--- config.mk ---
export PLATFORM = sky130hd
export DESIGN_NAME = sram_arbiter
export DESIGN_NICKNAME = d
export VERILOG_FILES = /design/src/rtl/sram_arb_pkg.sv /design/src/rtl/sram_rr_pick.sv /design/src/rtl/sram_arbiter.sv
export SDC_FILE = /design/constraint.sdc
export NUM_CORES = 1
export LEC_CHECK = 0
export ABC_CLOCK_PERIOD_IN_PS = 3640
export CAP_MARGIN = 30
export CORE_AREA = 2 2 107 109
export DETAILED_ROUTE_END_ITERATION = 8
export DIE_AREA = 0 0 109 111
export PLACE_DENSITY = 0.82
export SYNTH_ARGS = -nofsm -noshare
export SYNTH_HDL_FRONTEND = slang
export SYNTH_SLANG_ARGS = --single-unit
--- constraint.sdc ---
create_clock -name clk -period 3.64 [get_ports clk]
set_input_delay 0.728 -clock clk [delete_from_list [all_inputs] [get_ports clk]]
set_output_delay 0.728 -clock clk [all_outputs]
set_load 0.005 [all_outputs]
--- src/rtl/sram_arb_pkg.sv ---
// rtl/sram_arb_pkg.sv - shared types and constants for the SRAM arbiter
//
// Purpose: FSM state type, one-hot grant encodings and strobe width used by
//          sram_arbiter and sram_rr_pick.
// Ports:   none (package).
package sram_arb_pkg;

  typedef enum logic [1:0] {
    IDLE   = 2'd0,
    ACCESS = 2'd1,
    RESP   = 2'd2
  } state_t;

  localparam logic [1:0] G_NONE = 2'b00;
  localparam logic [1:0] G_M0   = 2'b01;
  localparam logic [1:0] G_M1   = 2'b10;

  localparam int DEF_DATA_WIDTH = 32;
  localparam int STRB_W         = DEF_DATA_WIDTH / 8;

endpackage

--- src/rtl/sram_rr_pick.sv ---
// rtl/sram_rr_pick.sv - combinational two-way round-robin picker
//
// Purpose: choose one requester from req after removing masked requesters.
//          A lone request wins; on a tie the master that did not win last
//          time (!last_grant) wins.
// Ports:
//   req[1:0]    in   request vector, bit 0 = master 0, bit 1 = master 1
//   last_grant  in   0 = master 0 won last, 1 = master 1 won last
//   mask[1:0]   in   requesters excluded from this pick
//   pick[1:0]   out  one-hot winner, 00 when nobody is eligible
module sram_rr_pick
  import sram_arb_pkg::*;
(
  input  logic [1:0] req,
  input  logic       last_grant,
  input  logic [1:0] mask,
  output logic [1:0] pick
);

  logic [1:0] w_req;

  assign w_req = req & ~mask;

  always_comb begin
    pick = G_NONE;
    case (w_req)
      2'b01:   pick = G_M0;
      2'b10:   pick = G_M1;
      2'b11:   pick = last_grant ? G_M0 : G_M1;
      default: pick = G_NONE;
    endcase
  end

endmodule

--- src/rtl/sram_arbiter.sv ---
// rtl/sram_arbiter.sv - two-master round-robin arbiter for a single-port SRAM
//
// Purpose: serialise valid/ready accesses from master 0 (CPU) and master 1
//          (config/DMA agent) onto one 1-cycle-read SRAM. IDLE -> ACCESS
//          (SRAM driven) -> RESP (ready pulse, read data returned).
//          Optional macro SRAM_ARB_PROT_EN blocks master-0 writes into
//          [PROT_BASE, PROT_BASE+PROT_LEN) and flags them on m0_err.
// Ports:
//   clk, reset                    clock, synchronous active-high reset
//   m0_valid/m0_ready             master 0 handshake (ready is a 1-cycle pulse)
//   m0_addr/m0_wdata/m0_wstrb     master 0 request, wstrb==0 means read
//   m0_rdata, m0_err              master 0 read data / protection error
//   m1_*                          master 1, same as master 0 without err
//   mem_wen/mem_addr/mem_wdata    SRAM request, active only in ACCESS
//   mem_rdata                     SRAM read data, one cycle after mem_addr
//   grant                         one-hot owner of current transaction
module sram_arbiter
  import sram_arb_pkg::*;
#(
  parameter int ADDR_WIDTH = 22,
  parameter int DATA_WIDTH = 32
`ifdef SRAM_ARB_PROT_EN
  ,
  parameter int PROT_BASE  = 768,
  parameter int PROT_LEN   = 16
`endif
) (
  input  logic                  clk,
  input  logic                  reset,
  input  logic                  m0_valid,
  output logic                  m0_ready,
  input  logic [ADDR_WIDTH-1:0] m0_addr,
  input  logic [DATA_WIDTH-1:0] m0_wdata,
  input  logic [STRB_W-1:0]     m0_wstrb,
  output logic [DATA_WIDTH-1:0] m0_rdata,
  output logic                  m0_err,
  input  logic                  m1_valid,
  output logic                  m1_ready,
  input  logic [ADDR_WIDTH-1:0] m1_addr,
  input  logic [DATA_WIDTH-1:0] m1_wdata,
  input  logic [STRB_W-1:0]     m1_wstrb,
  output logic [DATA_WIDTH-1:0] m1_rdata,
  output logic [STRB_W-1:0]     mem_wen,
  output logic [ADDR_WIDTH-1:0] mem_addr,
  output logic [DATA_WIDTH-1:0] mem_wdata,
  input  logic [DATA_WIDTH-1:0] mem_rdata,
  output logic [1:0]            grant
);

  state_t                r_state;
  state_t                w_state_nxt;
  logic [1:0]            r_grant;
  logic [1:0]            w_grant_nxt;
  logic                  r_last_grant;
  logic                  w_last_grant_nxt;
  logic [DATA_WIDTH-1:0] r_m0_rdata;
  logic [DATA_WIDTH-1:0] r_m1_rdata;
  logic [1:0]            w_pick;
  logic [1:0]            w_mask;
  logic [ADDR_WIDTH-1:0] w_sel_addr;
  logic [DATA_WIDTH-1:0] w_sel_wdata;
  logic [STRB_W-1:0]     w_sel_wstrb;
  logic                  w_block;

  // In RESP the winner's valid is still high for the transaction just
  // finished, so it is masked out; only the other master may be picked.
  assign w_mask = (r_state == RESP) ? r_grant : G_NONE;

  sram_rr_pick u_pick (
    .req        ({m1_valid, m0_valid}),
    .last_grant (r_last_grant),
    .mask       (w_mask),
    .pick       (w_pick)
  );

  assign w_sel_addr  = r_grant[1] ? m1_addr  : m0_addr;
  assign w_sel_wdata = r_grant[1] ? m1_wdata : m0_wdata;
  assign w_sel_wstrb = r_grant[1] ? m1_wstrb : m0_wstrb;

`ifdef SRAM_ARB_PROT_EN
  localparam logic [ADDR_WIDTH-1:0] L_PROT_LO = ADDR_WIDTH'(PROT_BASE);
  localparam logic [ADDR_WIDTH-1:0] L_PROT_HI = ADDR_WIDTH'(PROT_BASE + PROT_LEN);

  logic r_err;

  assign w_block = r_grant[0] && (m0_wstrb != '0) &&
                   (m0_addr >= L_PROT_LO) && (m0_addr < L_PROT_HI);

  // Remember the verdict from ACCESS so err lines up with the RESP ready.
  always_ff @(posedge clk) begin
    if (reset) begin
      r_err <= 1'b0;
    end else if (r_state == ACCESS) begin
      r_err <= w_block;
    end
  end

  assign m0_err = m0_ready & r_err;
`else
  assign w_block = 1'b0;
  assign m0_err  = 1'b0;
`endif

  always_comb begin
    w_state_nxt      = r_state;
    w_grant_nxt      = r_grant;
    w_last_grant_nxt = r_last_grant;
    case (r_state)
      IDLE: begin
        if (w_pick != G_NONE) begin
          w_state_nxt = ACCESS;
          w_grant_nxt = w_pick;
        end
      end
      ACCESS: begin
        w_state_nxt = RESP;
      end
      RESP: begin
        w_last_grant_nxt = r_grant[1];
        if (w_pick != G_NONE) begin
          w_state_nxt = ACCESS;
          w_grant_nxt = w_pick;
        end else begin
          w_state_nxt = IDLE;
          w_grant_nxt = G_NONE;
        end
      end
      default: begin
        w_state_nxt = IDLE;
        w_grant_nxt = G_NONE;
      end
    endcase
  end

  // The SRAM sees a request only during ACCESS; a reset landing in ACCESS
  // does not suppress the write because the SRAM itself is not reset.
  always_comb begin
    mem_wen   = '0;
    mem_addr  = '0;
    mem_wdata = '0;
    if (r_state == ACCESS) begin
      mem_addr  = w_sel_addr;
      mem_wdata = w_sel_wdata;
      mem_wen   = w_block ? '0 : w_sel_wstrb;
    end
  end

  // A reset arriving in RESP aborts the transaction, so no ready escapes.
  assign m0_ready = (r_state == RESP) && r_grant[0] && !reset;
  assign m1_ready = (r_state == RESP) && r_grant[1] && !reset;

  // Read data is live from the SRAM during the ready cycle and held after.
  assign m0_rdata = m0_ready ? mem_rdata : r_m0_rdata;
  assign m1_rdata = m1_ready ? mem_rdata : r_m1_rdata;
  assign grant    = r_grant;

  always_ff @(posedge clk) begin
    if (reset) begin
      r_state      <= IDLE;
      r_grant      <= G_NONE;
      r_last_grant <= 1'b1;
      r_m0_rdata   <= '0;
      r_m1_rdata   <= '0;
    end else begin
      r_state      <= w_state_nxt;
      r_grant      <= w_grant_nxt;
      r_last_grant <= w_last_grant_nxt;
      if (m0_ready) begin
        r_m0_rdata <= mem_rdata;
      end
      if (m1_ready) begin
        r_m1_rdata <= mem_rdata;
      end
    end
  end

endmodule

==> summary.md, run 1 <==
| Metric | Value |
|---|---|
| Status | `finished, final reports clean` |
| Max-Cap Viols | `0` |
| Switching pwr | `0.0005001 W` |
| Mapped cell area | `3852 um2` |
| Die ar. | `12,100 um2` |
| DRC | `0` |
| First-pass GRT wire length | `19,220 um` |
| RSZ-0062 raised after global routing | `no` |
| Sequential fraction of the synthesis area | `35.86%` |
| Initial Util | `34.78%` |
| Core Area | `11,080 um2` |
| CTS Root Cell | `clkbuf_16` |
| Avg WL per Cell | `16.28 um` |
| Io pins | `279` |
| RePlAce Congestion | `0.9013` |
| Min Tclk post-route | `3.179 ns` |
| Setup TNS | `0 ns` |
| GR met1 Demand/Resource | `24.13%` |
| Flops & latches, synth | `69` |
| Syn nets | `516` |
| Num rows | `39` |
| DRT antenna net count | `0` |
| Initial DRC Count | `131` |
| Arr. time, crit path | `2.45 ns` |
| Worst r2r src | `r_state[0]` |
| Synth cell types | `24` |
| Fmax achieved | `314.6 MHz` |
| Crit end category | `output port` |
| DR pass1 iterations | `4` |
| Syn Inst Count | `364` |
| Cells resized by post-CTS repair | `0` |
| Final Routed Wirelength | `12,670 um` |
| Setup CP Type | `in2out` |
| Clock sink total | `69` |
| Post-route clock period utilization | `87.33%` |
| Worst skew pair latency | `0.32 ns` |
| Met3 usage | `4.115%` |
| Peak supply drop | `0.0002286 V` |
| Flop pwr share | `33.7%` |
| Layout area overhead | `83.60%` |
| H-tree depth | `3` |
| Hold wc startpoint | `r_last_grant` |
| Die height | `111 um` |
| Fin util | `63.85%` |
| Ys Warns | `0` |
| Leakage power | `2.695 nW` |
| Largest net degree at the start of global routing | `65` |
| CTS tree | `done` |
| Least-Margin Pin Slew | `0.8095 ns` |
| Setup violators final | `0` |
| Die W | `109 um` |
| Global route overflow | `0` |
| Max clock buf depth | `2` |
| Num CTS Buffers | `9` |
| Fill cells | `855` |
| Vias in the first global route | `3,667` |
| Internal power | `0.001795 W` |
| Mapped Avg Cell Area | `10.58 um2` |
| DR vias/cell | `4.526` |
| Clock Skew | `0.008908 ns` |
| I/O Buffers | `277` |
| Sw Share | `21.79%` |
| Combinational cell fraction of total power | `22.9%` |
| Met2 Use GR | `35.49%` |
| Clock power share | `43.4%` |
| Hold Crit Class | `reg2reg` |
| Number of post-CTS setup repair buffers | `0` |
| Nets | `782` |
| Critical Path Start Type | `input pin` |
| Clock-pin slew on the worst setup and hold paths | `0.06 ns` |
| Overall global routing resource usage | `20.51%` |
| Cts hold-fix bufs | `0` |
| Diodes inserted | `0` |
| Headroom to the max-slew limit | `46.03%` |
| Final Hold Vio Count | `0` |
| Final Max Slew Viols | `0` |
| Most crowded layer after global routing | `met2` |
| Share of cells above drive strength 1 | `14.49%` |
| Pwr Density | `324.5 nW/um2` |
| Via Count | `3,521` |
| CP max FO | `16` |
| Post-DP HPWL | `10,130 um` |
| Crit path launch | `reset` |
| Worst EP required | `2.91 ns` |
| Initial antenna violation count | `0` |
-- final timing paths --
check                         to  slack (ns)  depth (start not counted)
hold / removal      r_last_grant        0.46                          1
setup reg to reg  r_m1_rdata[21]        1.87                          4
setup / recovery    m1_rdata[29]        0.46                          5
hold reg to reg     r_last_grant        0.46                          1
-- synthesized netlist by cell type, drive strengths merged --
library cell,n,share of area [%]
a22o,1,0.23
a211o,1,0.23
o221ai,1,0.23
buf,19,3.8
and3b,1,0.23
o21bai,1,0.19
dfxtp,69,36
a311oi,1,0.23
o32ai,1,0.23
and4bb,2,0.65
o21a,1,0.19
nor2b,64,10
mux2i,58,15
mux2,64,24
clkbuf,11,1.1
nand2b,5,0.81
inv,1,0.097
nor2,61,5.9
conb,1,0.097
o21ai,1,0.13
-- power by group through the flow --
stage	Sequential, W	Combinational (W)	Clock [W]
after floorplan	0.000787	0.000194	0
after global placement	0.000788	0.000517	0
after detailed placement	0.000788	0.000524	0
after CTS	0.000772	0.000527	0.00101
after global routing	0.000773	0.000562	0.00105
final	0.000772	0.000527	0.000996
-- routing by layer --
metal / up-vias / share of wire, %
li1: 1742 / -
met1: 1588 / 41
met2: 163 / 50
met3: 28 / 6.6
met4: 0 / 3.1
met5: - / 0
-- cell usage in the layout, fill, tap and decap left out, drive strengths merged, types with 2 or more instances in the layout --
cell type,n
nor2b,64
and4bb,2
mux2i,58
bufinv,3
dfxtp,69
mux2,64
clkdlybuf4s50,276
inv,2
nor2,61
buf,9
clkbuf,11
nand2b,5
-- flip-flops by register name (all words and copies together), names as in the netlist --
register and count:
r_state 2, r_last_grant 1, grant 2, r_m0_rdata 32
r_m1_rdata 32
-- cell families after synthesis --
logic type	Yosys count	synth area share (%)
AND/OR/NAND/NOR	133	18.03
other	1	0.09734
buffers and inverters	31	4.937
AO/OA/AOI/OAI	8	1.657
multiplexers	122	39.43
flip-flops	69	35.86
-- metrics by stage --
step,instance area (um2),power [W],setup WS [ns],instances,hold slack (ns)
floorplan,3852,0.0009806,1.333,364,0.4263
global route,7073,0.002384,0.3748,778,0.4892
detailed placement,6696,0.001312,0.4681,761,0.4518
global placement,6696,0.001305,0.5145,761,0.4401
CTS,7046,0.002314,0.4618,777,0.4651
finish,7073,0.002295,0.4611,778,0.4645
-- worst max-delay path, stage by stage --
cell and delay, ns:
buf_2 0.15, and4bb_2 0.53, buf_12 0.23, mux2_4 0.32, clkdlybuf4s50_1 0.47
-- cell type report --
| type | count | area (um2) | area share, % |
|---|---|---|---|
| well taps | 143 | 178.9 | 2.530 |
| inverters | 1 | 3.754 | 0.05307 |
| clock buffers | 11 | 242.7 | 3.432 |
| flip-flops and latches | 69 | 1385 | 19.58 |
| clock inverters | 5 | 106.4 | 1.504 |
| repair buffers | 285 | 2873 | 40.62 |
| multi-input cells | 264 | 2283 | 32.28 |
Note: power is estimated with default switching activity, not from simulation.
==> run 2, diff against run 1 <==
- CTS_CLUSTER_DIAMETER: default -> 40
- HOLD_SLACK_MARGIN: default -> 0.12
- SKIP_LAST_GASP: default -> 1
==> results of run 2 <==
Same layout as run 1: the final DEF is identical, and so are final timing and power.
